`src/rtl/bus_pkg.sv`:
```
// Shared definitions for the memory bus arbiter:
// state encodings, transfer size codes and master indices.
package bus_pkg;

  localparam logic [1:0] ST_IDLE  = 2'd0;
  localparam logic [1:0] ST_ISSUE = 2'd1;
  localparam logic [1:0] ST_WAIT  = 2'd2;

  localparam logic [1:0] SZ_BYTE = 2'b00;
  localparam logic [1:0] SZ_HALF = 2'b01;
  localparam logic [1:0] SZ_WORD = 2'b10;

  localparam int M_CPU_D = 0;
  localparam int M_IF    = 1;
  localparam int M_ASCON = 2;

  typedef enum logic [1:0] {
    S_IDLE  = ST_IDLE,
    S_ISSUE = ST_ISSUE,
    S_WAIT  = ST_WAIT
  } state_e;

endpackage

```
`src/rtl/mem_bus_arbiter_if.sv`:
```
// Requester-side and slave-side bus signals of the arbiter.
// slave = arbiter view, master = environment view.
interface mem_bus_arbiter_if
  import bus_pkg::*;
#(
  parameter int N_MASTERS = 3,
  parameter int ADDR_W    = 32,
  parameter int DATA_W    = 32
);

  logic [N_MASTERS-1:0]        m_req;
  logic [N_MASTERS-1:0]        m_we;
  logic [2*N_MASTERS-1:0]      m_size;
  logic [ADDR_W*N_MASTERS-1:0] m_addr;
  logic [DATA_W*N_MASTERS-1:0] m_wdata;
  logic [N_MASTERS-1:0]        m_gnt;
  logic [N_MASTERS-1:0]        m_rvalid;
  logic [N_MASTERS-1:0]        m_err;
  logic [DATA_W-1:0]           m_rdata;

  logic              mem_req;
  logic              mem_we;
  logic [1:0]        mem_size;
  logic [ADDR_W-1:0] mem_addr;
  logic [DATA_W-1:0] mem_wdata;
  logic              mem_ready;
  logic              mem_rvalid;
  logic [DATA_W-1:0] mem_rdata;

  modport slave (
    input  m_req, m_we, m_size, m_addr, m_wdata,
    input  mem_ready, mem_rvalid, mem_rdata,
    output m_gnt, m_rvalid, m_err, m_rdata,
    output mem_req, mem_we, mem_size, mem_addr, mem_wdata
  );

  modport master (
    output m_req, m_we, m_size, m_addr, m_wdata,
    output mem_ready, mem_rvalid, mem_rdata,
    input  m_gnt, m_rvalid, m_err, m_rdata,
    input  mem_req, mem_we, mem_size, mem_addr, mem_wdata
  );

endinterface

```
`src/rtl/rr_pick.sv`:
```
// Combinational round-robin selector: first request at or
// above the pointer, wrapping modulo N.
module rr_pick
  import bus_pkg::*;
#(
  parameter int N  = 3,
  parameter int PW = 2
) (
  input  logic [N-1:0]  i_req,
  input  logic [PW-1:0] i_ptr,
  output logic [N-1:0]  o_gnt,
  output logic [PW-1:0] o_idx,
  output logic          o_any
);

  // Scan from the farthest offset down so the nearest one wins.
  always_comb begin
    o_gnt = '0;
    o_idx = '0;
    o_any = 1'b0;
    for (int k = N - 1; k >= 0; k--) begin
      if (i_req[(int'(i_ptr) + k) % N]) begin
        o_any = 1'b1;
        o_idx = PW'((int'(i_ptr) + k) % N);
      end
    end
    if (o_any) o_gnt = N'(1) << o_idx;
  end

endmodule

```
`src/rtl/mem_bus_arbiter.sv`:
```
// Round-robin arbiter sharing one memory slave between
// several masters, one outstanding transfer, read watchdog.
module mem_bus_arbiter
  import bus_pkg::*;
#(
  parameter int N_MASTERS = 3,
  parameter int ADDR_W    = 32,
  parameter int DATA_W    = 32,
  parameter int TIMEOUT   = 16
) (
  input  logic clock,
  input  logic reset,
  mem_bus_arbiter_if.slave bus
);

  localparam int PW = (N_MASTERS > 1) ? $clog2(N_MASTERS) : 1;
  localparam int CW = $clog2(TIMEOUT + 1);

  state_e r_state, w_next;

  logic [PW-1:0]        r_ptr, r_owner, w_idx;
  logic [N_MASTERS-1:0] w_pgnt, w_own;
  logic                 w_any, w_tmo;
  logic                 r_we, w_sel_we;
  logic [1:0]           r_size, w_sel_size;
  logic [ADDR_W-1:0]    r_addr, w_sel_addr;
  logic [DATA_W-1:0]    r_wdata, w_sel_wdata;
  logic [CW-1:0]        r_cnt;

  rr_pick #(.N(N_MASTERS), .PW(PW)) u_pick (
    .i_req (bus.m_req),
    .i_ptr (r_ptr),
    .o_gnt (w_pgnt),
    .o_idx (w_idx),
    .o_any (w_any)
  );

  always_comb begin
    w_sel_we    = 1'b0;
    w_sel_size  = '0;
    w_sel_addr  = '0;
    w_sel_wdata = '0;
    for (int i = 0; i < N_MASTERS; i++) begin
      if (w_pgnt[i]) begin
        w_sel_we    = bus.m_we[i];
        w_sel_size  = bus.m_size[2*i +: 2];
        w_sel_addr  = bus.m_addr[i*ADDR_W +: ADDR_W];
        w_sel_wdata = bus.m_wdata[i*DATA_W +: DATA_W];
      end
    end
  end

  assign w_own = N_MASTERS'(1) << r_owner;
  assign w_tmo = (r_cnt == CW'(TIMEOUT - 1));

  always_ff @(posedge clock or posedge reset) begin
    if (reset) r_state <= S_IDLE;
    else       r_state <= w_next;
  end

  always_comb begin
    w_next         = r_state;
    bus.mem_req    = 1'b0;
    bus.mem_we     = r_we;
    bus.mem_size   = r_size;
    bus.mem_addr   = r_addr;
    bus.mem_wdata  = r_wdata;
    bus.m_gnt      = '0;
    bus.m_rvalid   = '0;
    bus.m_err      = '0;
    bus.m_rdata    = '0;
    unique case (r_state)
      S_IDLE: begin
        if (w_any) w_next = S_ISSUE;
      end
      S_ISSUE: begin
        bus.mem_req = 1'b1;
        if (bus.mem_ready) begin
          bus.m_gnt = w_own;
          w_next    = r_we ? S_IDLE : S_WAIT;
        end
      end
      S_WAIT: begin
        // A response in the timeout cycle still counts as success.
        if (bus.mem_rvalid) begin
          bus.m_rvalid = w_own;
          bus.m_rdata  = bus.mem_rdata;
          w_next       = S_IDLE;
        end else if (w_tmo) begin
          bus.m_err = w_own;
          w_next    = S_IDLE;
        end
      end
      default: w_next = S_IDLE;
    endcase
  end

  always_ff @(posedge clock or posedge reset) begin
    if (reset) begin
      r_ptr   <= '0;
      r_owner <= '0;
      r_we    <= 1'b0;
      r_size  <= '0;
      r_addr  <= '0;
      r_wdata <= '0;
      r_cnt   <= '0;
    end else begin
      if (r_state == S_IDLE && w_any) begin
        r_owner <= w_idx;
        r_ptr   <= (w_idx == PW'(N_MASTERS - 1)) ? '0 : w_idx + 1'b1;
        r_we    <= w_sel_we;
        r_size  <= w_sel_size;
        r_addr  <= w_sel_addr;
        r_wdata <= w_sel_wdata;
      end
      if (r_state == S_ISSUE && bus.mem_ready) r_cnt <= '0;
      else if (r_state == S_WAIT)              r_cnt <= r_cnt + 1'b1;
    end
  end

endmodule

```
`src/flat_wrapper.sv`:
```
// flat-port wrapper written by rule: the top's interface ports become plain ports
module mem_bus_arbiter_flat import bus_pkg::*;
#(
  parameter int N_MASTERS = 3,
  parameter int ADDR_W    = 32,
  parameter int DATA_W    = 32,
  parameter int TIMEOUT   = 16
)
  (clock, reset, bus_m_req, bus_m_we, bus_m_size, bus_m_addr, bus_m_wdata, bus_mem_ready, bus_mem_rvalid, bus_mem_rdata, bus_m_gnt, bus_m_rvalid, bus_m_err, bus_m_rdata, bus_mem_req, bus_mem_we, bus_mem_size, bus_mem_addr, bus_mem_wdata);
  mem_bus_arbiter_if #(.N_MASTERS(N_MASTERS), .ADDR_W(ADDR_W), .DATA_W(DATA_W)) bus_i ();
  input  logic clock;
  input  logic reset;
  input wire logic [$bits(bus_i.m_req)-1:0] bus_m_req;
  input wire logic [$bits(bus_i.m_we)-1:0] bus_m_we;
  input wire logic [$bits(bus_i.m_size)-1:0] bus_m_size;
  input wire logic [$bits(bus_i.m_addr)-1:0] bus_m_addr;
  input wire logic [$bits(bus_i.m_wdata)-1:0] bus_m_wdata;
  input wire logic [$bits(bus_i.mem_ready)-1:0] bus_mem_ready;
  input wire logic [$bits(bus_i.mem_rvalid)-1:0] bus_mem_rvalid;
  input wire logic [$bits(bus_i.mem_rdata)-1:0] bus_mem_rdata;
  output wire logic [$bits(bus_i.m_gnt)-1:0] bus_m_gnt;
  output wire logic [$bits(bus_i.m_rvalid)-1:0] bus_m_rvalid;
  output wire logic [$bits(bus_i.m_err)-1:0] bus_m_err;
  output wire logic [$bits(bus_i.m_rdata)-1:0] bus_m_rdata;
  output wire logic [$bits(bus_i.mem_req)-1:0] bus_mem_req;
  output wire logic [$bits(bus_i.mem_we)-1:0] bus_mem_we;
  output wire logic [$bits(bus_i.mem_size)-1:0] bus_mem_size;
  output wire logic [$bits(bus_i.mem_addr)-1:0] bus_mem_addr;
  output wire logic [$bits(bus_i.mem_wdata)-1:0] bus_mem_wdata;
  assign bus_i.m_req = bus_m_req;
  assign bus_i.m_we = bus_m_we;
  assign bus_i.m_size = bus_m_size;
  assign bus_i.m_addr = bus_m_addr;
  assign bus_i.m_wdata = bus_m_wdata;
  assign bus_i.mem_ready = bus_mem_ready;
  assign bus_i.mem_rvalid = bus_mem_rvalid;
  assign bus_i.mem_rdata = bus_mem_rdata;
  assign bus_m_gnt = bus_i.m_gnt;
  assign bus_m_rvalid = bus_i.m_rvalid;
  assign bus_m_err = bus_i.m_err;
  assign bus_m_rdata = bus_i.m_rdata;
  assign bus_mem_req = bus_i.mem_req;
  assign bus_mem_we = bus_i.mem_we;
  assign bus_mem_size = bus_i.mem_size;
  assign bus_mem_addr = bus_i.mem_addr;
  assign bus_mem_wdata = bus_i.mem_wdata;
  mem_bus_arbiter #(.N_MASTERS(N_MASTERS), .ADDR_W(ADDR_W), .DATA_W(DATA_W), .TIMEOUT(TIMEOUT)) u_core (.clock(clock), .reset(reset), .bus(bus_i));
endmodule
```
`config.mk`:
```
export PLATFORM = sky130hd
export DESIGN_NAME = mem_bus_arbiter_flat
export DESIGN_NICKNAME = d
export VERILOG_FILES = /design/src/rtl/bus_pkg.sv /design/src/rtl/mem_bus_arbiter_if.sv /design/src/rtl/rr_pick.sv /design/src/rtl/mem_bus_arbiter.sv /design/src/flat_wrapper.sv
export SDC_FILE = /design/constraint.sdc
export NUM_CORES = 1
export LEC_CHECK = 0
export BUFFER_PORTS_ARGS = -buffer_cell sky130_fd_sc_hd__buf_2
export CAP_MARGIN = 20
export CELL_PAD_IN_SITES_DETAIL_PLACEMENT = 1
export CELL_PAD_IN_SITES_GLOBAL_PLACEMENT = 2
export CORE_ASPECT_RATIO = 1.2
export CORE_MARGIN = 2
export CORE_UTILIZATION = 20
export CTS_BUF_LIST = sky130_fd_sc_hd__clkbuf_4 sky130_fd_sc_hd__clkbuf_8 sky130_fd_sc_hd__clkbuf_16
export CTS_CLUSTER_DIAMETER = 30
export DETAILED_ROUTE_END_ITERATION = 8
export PLACE_DENSITY_LB_ADDON = 0.1
export SYNTH_ARGS = -nofsm -noshare
export SYNTH_HDL_FRONTEND = slang
export SYNTH_SLANG_ARGS = --single-unit
```
`constraint.sdc`:
```
create_clock -name clock -period 2.35 [get_ports clock]
set_input_delay 0.1175 -clock clock [delete_from_list [all_inputs] [get_ports clock]]
set_output_delay 0.1175 -clock clock [all_outputs]
set_load 0.005 [all_outputs]
```
# Word level (Yosys, flattened, before mapping)
# Cells that the tools add are included.
# totals
ff_bits	78
inputBits	240
out_inout_bits	109
word_cells	79
# op_classes
magnitude_cmp	3
div	3
n_eq_ne	7
muxes	47
shifts	2
n_addsub	4
reduce_logical	5
# ops
op	count
two-way mux 32 bit	8
less-than comparator 32 x 4 -> 1 bit, second input constant	3
remainder unit 32 x 3 -> 32 bit, second input constant	2
remainder unit 3 x 3 -> 32 bit, second input constant	1
two-way mux 2 bit	12
two-way mux 3 bit	8
two-way mux 1 bit	13
two-way mux 5 bit	2
binary-select mux 1 bit (select 2 bit)	3
one-hot mux 2 bit (3 select lines)	1
left shift 1 x 2 -> 3 bit, first input constant	2
adder 5 x 1 -> 5 bit, second input constant	1
equality test 5 x 4 -> 1 bit, second input constant	1
equality test 2 bit, second input constant	2
adder 2 x 1 -> 3 bit, second input constant	1
adder 2 x 2 -> 3 bit, second input constant	1
inequality test 3 x 2 -> 1 bit, second input constant	1
AND reduction 3 bit	1
adder 2 x 1 -> 2 bit, second input constant	1
equality test 2 x 1 -> 1 bit, second input constant	1
logical AND 1 bit	2
zero test 2 bit	1
inequality test 2 x 1 -> 1 bit, second input constant	1
inequality test 2 bit, second input constant	1
nonzero test 2 bit	1

# Logic depth before layout (Yosys ltp)
# Gate-level depths: netlist of the first run.
# depth
depth_word	13
depth_mapped	10
ltp_nobuf	7

# Modules after synthesis
# From an unflattened synthesis of the first run, not the netlist that was laid out.
# hier_totals
hier_cells	519
area_unflattened_um2	4698.3
# by_module_without_submodules
module	cells_each	n_inst	area_each_um2
mem_bus_arbiter	484	1	4468.0
rr_pick	35	1	230.2

# Worst setup path before layout of the first run
# Ideal clock, no wire load.
# synth_timing
kind	reg-to-reg
from	register u_core.r_ptr[0]
to	register u_core.r_addr[10] (netlist: u_core.bus.mem_addr[10])
path_stages_with_launch	10
t_required_ps	2222
slack_ps	337
t_arrival_ps	1885
path_cell_list	dfrtp_1 -> inv_1 -> ha_1 -> buf_2 -> nor3_1 -> nor3_4 -> buf_2 -> buf_2 -> a221oi_1 -> o21ai_1
# synth_between
elab_chain_cells	13
# synth_lines
item	line_no	source
start: declaration	mem_bus_arbiter.sv:21	logic [PW-1:0] r_ptr, r_owner, w_idx;
start signal: assignment	mem_bus_arbiter.sv:110	r_ptr <= (w_idx == PW'(N_MASTERS - 1)) ? '0 : w_idx + 1'b1;
adder 2 x 2 -> 3 bit	rr_pick.sv:22, rr_pick.sv:24	
remainder unit 32 x 3 -> 32 bit	rr_pick.sv:22, rr_pick.sv:24	
binary-select mux 1 bit (select 2 bit)	rr_pick.sv:22	if (i_req[(int'(i_ptr) + k) % N]) begin
two-way mux 1 bit (not written as such) (2 in series)	rr_pick.sv:22	
two-way mux 2 bit (3 in series)	rr_pick.sv:22	
left shift 1 x 2 -> 3 bit	rr_pick.sv:27	if (o_any) o_gnt = N'(1) << o_idx;
two-way mux 3 bit	rr_pick.sv:27	
two-way mux 32 bit (3 in series)	mem_bus_arbiter.sv:44	if (w_pgnt[i]) begin
end signal: assignment	mem_bus_arbiter.sv:113	r_addr <= w_sel_addr;
end: declaration	mem_bus_arbiter.sv:26	logic [ADDR_W-1:0] r_addr, w_sel_addr;
# Several ways; a longest one is shown, not always the timed one. The select of a mux whose other input is x is not followed.
# A chain may end at the register's enable or synchronous reset.

# Worst setup path in the final report of the first run
# layout_timing
from	register u_core.r_ptr[1]
to	register u_core.r_addr[0] (netlist: u_core.bus.mem_addr[0])
# The elaborated chain is that of the path after synthesis.

==> results.yml, run 1 <==
routing:
  first_pass_iters: 5
  num_vias: 5468
  routed_wl_mm: 20.4
  wl_per_cell_um: 18.0
  route.detailed.drc: 0
  antenna_left: 0
  drt_iter0_markers: 174
  routed_via_density: 4.82
cells_and_area:
  layout-drive-gt1-share: 0.463
  fillers: 2748
  utilization: 0.316
  finish.cell_count_without_fillers: 1135
  seq_area_sq_mm: 0.00195
  finalNetCount: 1096
  synthToLayoutAreaGrowth_pct: 56.3
  multi_input_area_sq_mm: 0.00228
  final_area_sq_mm: 0.00703
timing:
  maxSlewViolCount: 0
  fin_crit_ps: 2230
  rsz0062_at_grt: "no"
  worst_pin_slew_ps: 819
  setup_ws_ps: 117
  finalSetupViolCount: 0
  finalCritPeriodShare: 0.950
  skew_ps: 7.80
  hold_viol_final: 0
  setup_tns_ps: 0
  max_slew_margin: 0.454
  fmax_mhz: 448
critical_path:
  crit_buf_inv: 2
  worst_setup_path_end_kind: "register"
  critPathRequiredTime_ps: 2570
  crit_path_start_kind: "register"
  arrival_ps: 2450
  crit_chain: "inv_1 > ha_2 > a21boi_1 > a2111o_1 > a22o_4 > buf_12 > o21ai_0 > o21ai_0"
  worst_path_max_delay_cell: "a2111o_1"
  worst-setup-path-type: "register to register"
  path_delay_family: "compound AO/OA/AOI/OAI gates"
  max_stage_delay_ps: 480
  crit_top_cell: "o21ai_0"
  worst-path-max-fanout: 19
synthesis:
  synth_area_leaders: "dfrtp_1 (43%), a221oi_1 (13%), o21ai_0 (9.4%)"
  synth_cells: 522
  syn-num-nets: 767
  yosysSeqAreaShare: 0.434
  ys_ff_latch: 78
  synth.distinct_cells: 38
  post-synth-top-count-cell: "o21ai_0"
  yosys-top-cells-count: "o21ai_0 (84), dfrtp_1 (78), nand2_1 (76), a221oi_1 (68), o21ai_1 (57)"
  async_reset_ff_frac: 1.00
  synth.top_cell.area_share: 0.434
  synth.avg_cell_area_sq_um: 8.61
  synth_edf_count: 0
  ys_warn_count: 0
  yosysTopAreaCell: "dfrtp_1"
  synthesis.area_sq_mm: 0.00449
  ys.flop_type: "dfrtp_1"
clock_tree:
  clockRootBuffer: "clkbuf_16"
  path_clk_slew_ps: 60
  cts_tree: "built"
  cts_buffers: 9
  htreeDepth: 3
  worstSkewPairLatency_ps: 340
  clock_path_buffers: 2
  cts_sinks: 78
pwr:
  peakVddDrop_mv: 0.504
  leakagePower_nw: 3.60
  p_sw_w: 0.00438
  p_sw_frac: 0.442
  p_clk_frac: 0.156
  intPower_w: 0.00553
  cellPowerDensity_mw_per_mm2: 1410
  p_comb_frac: 0.605
  sequentialPowerShare: 0.239
floorplanning:
  dieHeight_um: 168
  die_w_um: 141
  rows: 60
  die_area_sq_mm: 0.0237
  num_io_pins: 349
  core_sq_mm: 0.0222
  start_util: 0.202
placement:
  hpwl_mm: 15.5
  port_buffers: 348
  place_ws_ps: 7.95
  dp_cells: 1118
  placed_area_sq_mm: 0.00668
  routabilityCongestion: 0.746
global_routing:
  antenna_found_initial: 1
  grt_max_degree: 61
  track_usage: 0.168
  grt_pass1_wl_mm: 31.5
  first_global_vias: 5652
  gr-total-overflow: 0
hold_path:
  min_path_type: "primary input to register"
outcome:
  status: "completed"
flow_run:
  max_cap_violations: 0
## kinds of logic after synthesis
family / after synthesis / synth area share
compound gates: 234 / 0.335
fa+ha+maj: 5 / 0.0139
buf+inv: 62 / 0.0640
flops: 78 / 0.434
mux: 1 / 0.00223
simple gates: 142 / 0.150
## power by group through the flow
stage	clock [W]	sequential [W]	combinational [W]
floorplan	0	0.00236	0.00356
global placement	0	0.00237	0.00594
detailed placement	0	0.00240	0.00613
CTS	0.00161	0.00238	0.00615
global route	0.00166	0.00246	0.00673
finish	0.00154	0.00237	0.00599
## worst paths after layout
path,startpoint,to,slack (ps),cells after the start
setup / recovery,u_core.r_ptr[1],u_core.bus.mem_addr[0],120,8
hold / removal,bus_mem_ready,u_core.r_state[0],20,2
setup reg to reg,u_core.r_ptr[1],u_core.bus.mem_addr[0],120,8
hold reg to reg,u_core.bus.mem_addr[18],u_core.bus.mem_addr[18],480,2
max in group asynchronous,reset,u_core.bus.mem_wdata[6],1180,4
min in group asynchronous,reset,u_core.bus.mem_wdata[12],440,3
## worst register-to-register path, stage by stage, from the launching register on
cell,delay (ps)
dfrtp_1,410
inv_1,80
ha_2,280
a21boi_1,120
a2111o_1,480
a22o_4,320
buf_12,170
o21ai_0,130
o21ai_0,120
## cell usage in the layout, fill, tap and decap left out, drive strengths merged
master,Yosys,routed
nand3b,1,1
nor2,12,12
a21oi,8,8
or3,1,1
inv,9,8
clkbuf,26,10
mux2i,1,1
or2,1,1
clkinvlp,0,2
nand3,2,2
a311oi,2,2
dlygate4sd3,0,1
ha,5,5
nand2b,7,7
clkinv,0,2
dfrtp,78,78
nand2,76,76
a22o,1,1
buf,27,370
o21ai,141,141
and2,1,1
o21bai,2,2
o21a,2,2
a221oi,68,68
and3,33,33
a2111o,1,1
a211oi,3,3
bufinv,0,2
nor3,5,5
a31oi,3,3
a21boi,1,1
nor2b,2,2
and3b,1,1
a21o,1,1
a22oi,1,1
diode,0,1
## flip-flops by register name, indices dropped and copies added (netlist names)
name,flops
u_core.bus.mem_we,1
u_core.r_owner,2
u_core.r_ptr,2
u_core.r_cnt,5
u_core.bus.mem_wdata,32
u_core.bus.mem_size,2
u_core.r_state,2
u_core.bus.mem_addr,32
## cell type report
| cell class | instances | area share |
|---|---|---|
| Inverter | 9 | 0.00499 |
| Antenna cell | 1 | 0.000356 |
| Clock inverter | 5 | 0.0119 |
| Timing Repair Buffer | 371 | 0.296 |
| Multi-Input combinational cell | 382 | 0.325 |
| Tap cell | 279 | 0.0497 |
| Clock buffer | 10 | 0.0340 |
| Sequential cell | 78 | 0.278 |
## through the flow
step / hold slack (ps) / power [W]
3_5_place_dp: 298 / 0.00853
6_report: 24.9 / 0.00990
2_1_floorplan: 216 / 0.00592
5_1_grt: 20.1 / 0.0109
3_3_place_gp: 296 / 0.00831
4_1_cts: 10.3 / 0.0101
## layer usage
metal	part of all wire	vias up	GRT usage	routed length (um)
met5	0	-	0	0
met1	0.40	2634	0.200	8250
met4	0.013	0	0.0470	257
li1	-	2609	-	-
met3	0.072	13	0.0404	1460
met2	0.51	212	0.302	10500
## what timing repair did
action	in CTS	in global routing
endpoints found under the setup margin	2	2
pin swaps	0	1
setup buffers	0	0
gates resized for setup	1	1
hold buffers	1	0
endpoints found under the hold margin	40	0
Power figures use the tool's default switching activity.
==> run 2: changes to the inputs <==
--- a/config.mk
+++ b/config.mk
@@ -7,15 +7,11 @@
 export LEC_CHECK = 0
 export BUFFER_PORTS_ARGS = -buffer_cell sky130_fd_sc_hd__buf_2
 export CAP_MARGIN = 20
-export CELL_PAD_IN_SITES_DETAIL_PLACEMENT = 1
-export CELL_PAD_IN_SITES_GLOBAL_PLACEMENT = 2
-export CORE_ASPECT_RATIO = 1.2
-export CORE_MARGIN = 2
-export CORE_UTILIZATION = 20
+export CORE_AREA = 2 2 134 136
 export CTS_BUF_LIST = sky130_fd_sc_hd__clkbuf_4 sky130_fd_sc_hd__clkbuf_8 sky130_fd_sc_hd__clkbuf_16
 export CTS_CLUSTER_DIAMETER = 30
 export DETAILED_ROUTE_END_ITERATION = 8
-export PLACE_DENSITY_LB_ADDON = 0.1
+export DIE_AREA = 0 0 136 138
 export SYNTH_ARGS = -nofsm -noshare
 export SYNTH_HDL_FRONTEND = slang
 export SYNTH_SLANG_ARGS = --single-unit
==> run 2 against run 1 <==
Net effect:
- flip-flop and latch count is the same
- largest cell class unchanged
- critical endpoint is now u_core.bus.mem_addr[1]
- largest power group unchanged
- final area decreased by 2.3%
- worst hold slack got worse by 4.8 ps
- worst setup slack better by 28 ps
- highest routed layer unchanged
==> results.yml, run 2 (synthesis results as in run 1) <==
timing:
  finalSetupViolCount: 0
  fin_crit_ps: 2210
  max_slew_margin: 0.707
  hold_viol_final: 0
  worst_pin_slew_ps: 439
  setup_tns_ps: 0
  maxSlewViolCount: 0
  finalCritPeriodShare: 0.939
  skew_ps: 5.39
  rsz0062_at_grt: "no"
  fmax_mhz: 453
clock_tree:
  cts_sinks: 78
  clockRootBuffer: "clkbuf_16"
  path_clk_slew_ps: 60
  clock_path_buffers: 2
  cts_buffers: 9
  htreeDepth: 3
  cts_tree: "built"
  worstSkewPairLatency_ps: 340
cells_and_area:
  final_area_sq_mm: 0.00686
  layout-drive-gt1-share: 0.460
  finish.cell_count_without_fillers: 1081
  final_cell_mix: "buf_2 (348), o21ai_0 (84), dfrtp_1 (78)"
  final_common_cell: "buf_2"
  synthToLayoutAreaGrowth_pct: 52.7
  utilization: 0.391
  finalNetCount: 1093
  antenna_cells: 0
routing:
  route.detailed.drc: 0
  first_pass_iters: 5
  routed_via_density: 4.94
  antenna_left: 0
  num_vias: 5345
  drt_iter0_markers: 227
  wl_per_cell_um: 15.8
  routed_wl_mm: 17.1
critical_path:
  worst-path-max-fanout: 30
  critPathRequiredTime_ps: 2600
  worst_setup_path_end_kind: "register"
  arrival_ps: 2450
  r2r_slack_ps: 140
  startpoint: "u_core.r_ptr[0]"
  crit_path_start_kind: "register"
  r2r_end: "u_core.bus.mem_addr[1]"
  r2r-start: "u_core.r_ptr[0]"
  ff2ff_path_depth: 8
  worst-setup-path-type: "register to register"
global_routing:
  grt_max_degree: 69
  antenna_found_initial: 0
  first_global_vias: 5100
  grt_pass1_wl_mm: 25.9
  gr-total-overflow: 0
  track_usage: 0.174
placement:
  routabilityCongestion: 0.784
  hpwl_mm: 12.6
  port_buffers: 348
  dp_cells: 1065
  placed_area_sq_mm: 0.00655
pwr:
  p_total_w: 0.00931
  cellPowerDensity_mw_per_mm2: 1360
  leakagePower_nw: 3.57
  peakVddDrop_mv: 0.739
floorplanning:
  die_area_sq_mm: 0.0188
  start_util: 0.256
  die_w_um: 136
  num_io_pins: 349
  dieHeight_um: 138
  rows: 49
  core_sq_mm: 0.0175
flow_run:
  max_cap_violations: 0
outcome:
  status: "completed"
hold_path:
  holdPathStages: 2
  min_path_type: "primary input to register"
  min_to: "u_core.r_state[0]"
  worstHoldStart: "bus_mem_ready"
## run 2: how the worst max path moves through the flow
stage,end,slack [ps],depth (start not counted)
after floorplan,u_core.bus.mem_addr[0],240,1
after global placement,u_core.r_ptr[0],180,8
after detailed placement,u_core.bus.mem_addr[5],110,8
after CTS,u_core.bus.mem_addr[5],90,8
after global routing,u_core.bus.mem_addr[10],20,8
final,u_core.bus.mem_addr[1],140,8
## run 2: what timing repair did
action,in CTS,in global routing
resized for setup,0,2
hold endpoints to repair,12,0
buffers inserted,0,0
hold buffers,1,0
endpoints found under the setup margin,0,14
## run 2: layout make-up
cell class	instances	area [sq um]
fill	1814	10700
multi-input combinational	382	2280
timing repair buffer	368	2010
sequential	78	1950
tap	229	287
clock buffer	11	246
clock inverter	4	47.5
inverter	9	35.0
## run 2: per-stage QoR
stage	setup slack [ps]	hold WS, ps
finish	144	20.1
global route	17.1	17.7
CTS	94.7	4.54
detailed placement	113	74.1
global placement	179	66.8
floorplan	237	216
## run 2: report_power, final
| group | switching, W | internal [W] | total (W) |
|---|---|---|---|
| Combinational | 0.00319 | 0.00234 | 0.00553 |
| Clock | 0.000560 | 0.000855 | 0.00141 |
| Sequential | 0.000365 | 0.00200 | 0.00236 |
| Total | 0.00411 | 0.00520 | 0.00931 |
## run 2: per-layer routing
metal  GRT usage  vias up  wire, um
met5           0        -         0
met4      0.0636        0       364
met3      0.0341       24      1420
met2       0.309      278      8480
met1       0.206     2442      6840
li1            -     2601         -
## run 2: critical path, stage by stage, from the launching register on
cell and delay, ps:
dfrtp_1 340, inv_1 80, ha_1 460, nand2b_1 90, a21o_1 210, a31oi_4 200, buf_4 360, a221oi_1 140
o21ai_0 210
==> run 3: changes to the inputs <==
==> constraint.sdc (replaced) <==
create_clock -name clock -period 2.35 [get_ports clock]
set_input_delay 0.47 -clock clock [delete_from_list [all_inputs] [get_ports clock]]
set_output_delay 0.47 -clock clock [all_outputs]
set_load 0.005 [all_outputs]
==> run 3 against run 2 <==
Net effect:
- final area is 1.7% higher
- critical path type unchanged
- worst hold slack better by 230 ps
- critical endpoint is now u_core.bus.mem_wdata[31]
- count of clock-buffer cells in the layout is the same
- global-route usage increased by 0.23 points
==> results.yml, run 3 (synthesis results as in run 1) <==
global_routing:
  grt_max_degree: 79
  grt_pass1_wl_mm: 26.2
  antenna_found_initial: 0
  first_global_vias: 4991
  track_usage: 0.177
  gr-total-overflow: 0
cells_and_area:
  seq_area_sq_mm: 0.00195
  antenna_cells: 0
  finalNetCount: 1093
  multi_input_area_sq_mm: 0.00234
  fillers: 1795
  final_cell_mix: "buf_2 (348), o21ai_0 (84), nand2_1 (76), dfrtp_1 (76), a221oi_1 (68)"
  synthToLayoutAreaGrowth_pct: 55.3
  layout-drive-gt1-share: 0.471
  finish.cell_count_without_fillers: 1082
  final_common_cell: "buf_2"
critical_path:
  critPathRequiredTime_ps: 2610
  worst-path-max-fanout: 35
  crit_path_start_kind: "register"
  worst_path_max_delay_cell: "a22o_4"
  worst_setup_path_end_kind: "register"
  max_stage_delay_ps: 390
  path_delay_family: "compound AO/OA/AOI/OAI gates"
  crit_chain: "inv_1 > ha_1 > nand2b_1 > a311oi_4 > buf_4 > a22o_4 > o21ai_0 > o21ai_1"
  crit_buf_inv: 2
  worst-setup-path-type: "register to register"
  arrival_ps: 2470
clock_tree:
  clockRootBuffer: "clkbuf_16"
  worstSkewPairLatency_ps: 340
  holdBufCountCts: 0
  clock_path_buffers: 2
  cts_tree: "built"
  path_clk_slew_ps: 70
  htreeDepth: 3
  cts_sinks: 78
  cts_buffers: 9
timing:
  rsz0062_at_grt: "no"
  finalCritPeriodShare: 0.940
  worst_pin_slew_ps: 570
  maxSlewViolCount: 0
  skew_ps: 8.68
  fmax_mhz: 453
  fin_crit_ps: 2210
  hold_viol_final: 0
  max_slew_margin: 0.618
  finalSetupViolCount: 0
  setup_tns_ps: 0
flow_run:
  max_cap_violations: 0
placement:
  hpwl_mm: 12.5
  routabilityCongestion: 0.815
  port_buffers: 348
  dp_cells: 1064
floorplanning:
  dieHeight_um: 138
  die_w_um: 136
  num_io_pins: 349
  start_util: 0.256
  rows: 49
  die_area_sq_mm: 0.0188
  core_sq_mm: 0.0175
routing:
  antenna_left: 0
  routed_via_density: 4.92
  drt_iter0_markers: 279
  route.detailed.drc: 0
  wl_per_cell_um: 16.1
  first_pass_iters: 4
  num_vias: 5324
  routed_wl_mm: 17.4
hold_path:
  min_path_type: "primary input to asynchronous set/reset pin"
pwr:
  peakVddDrop_mv: 0.731
  leakagePower_nw: 3.60
  cellPowerDensity_mw_per_mm2: 1400
outcome:
  status: "completed"
==> run 3: cell count changes in the layout (fill, tap and decap cells not counted), moves of 2 or more <==
| cell | previous run | this run |
|---|---|---|
| ha_2 | 0 | 2 |
| clkinv_2 | 3 | 0 |
| dfrtp_2 | 0 | 2 |
| clkinv_4 | 0 | 2 |
| ha_1 | 5 | 3 |
| dfrtp_1 | 78 | 76 |
| bufinv_16 | 1 | 3 |
==> run 3: layout make-up <==
cell class | count | area share
Clock inverter | 5 | 0.0154
Sequential cell | 78 | 0.280
Tap cell | 229 | 0.0411
Multi-Input combinational cell | 383 | 0.335
Clock buffer | 11 | 0.0344
Inverter | 9 | 0.00538
Timing Repair Buffer | 367 | 0.289
==> run 3: power by group <==
| part | switching (W) | internal [W] |
|---|---|---|
| clock network | 0.000574 | 0.00107 |
| registers | 0.000358 | 0.00200 |
| logic | 0.00334 | 0.00241 |
==> run 3: through the flow <==
step                utilization  power [W]  hold slack [ps]  worst slack (ps)  instance area, sq um
floorplan                     -    0.00592              472               337                  4500
global placement          0.374    0.00786              458               111                  6560
detailed placement        0.374    0.00799              467              65.3                  6560
CTS                       0.394    0.00966              264              64.4                  6910
global route              0.398     0.0107              288             0.922                  6980
finish                    0.398    0.00975              247               141                  6980
==> run 3: worst paths after layout <==
kind | start | to | depth (start not counted) | slack [ps]
max | u_core.r_ptr[1] | u_core.bus.mem_wdata[31] | 8 | 140
min | reset | u_core.bus.mem_wdata[14] | 3 | 250
min in group clock | bus_mem_ready | u_core.r_state[0] | 2 | 350
max reg2reg | u_core.r_ptr[1] | u_core.bus.mem_wdata[31] | 8 | 140
max in group asynchronous | reset | u_core.r_state[1] | 3 | 1750
min reg2reg | u_core.bus.mem_addr[2] | u_core.bus.mem_addr[2] | 2 | 470
==> run 3: what timing repair did <==
| action | 4_1_cts | 5_1_grt |
|---|---|---|
| buffers inserted | 0 | 1 |
| setup endpoints to repair | 1 | 71 |
| gates cloned | 0 | 1 |
| resized for setup | 1 | 11 |
| pin swaps | 0 | 3 |
| hold endpoints to repair | 0 | 0 |
==> run 3: worst register-to-register path, cell delays in order, from the launching register on <==
cell	delay [ps]
dfrtp_1	370
inv_1	60
ha_1	240
nand2b_1	220
a311oi_4	330
buf_4	190
a22o_4	390
o21ai_0	190
o21ai_1	140
==> run 3: routing by layer <==
layer	GRT usage	up-vias	share of wire	routed length (um)
li1	-	2603	-	-
met1	0.214	2442	0.41	7050
met2	0.305	256	0.49	8580
met3	0.0403	23	0.082	1430
met4	0.0614	0	0.020	347
met5	0	-	0	0
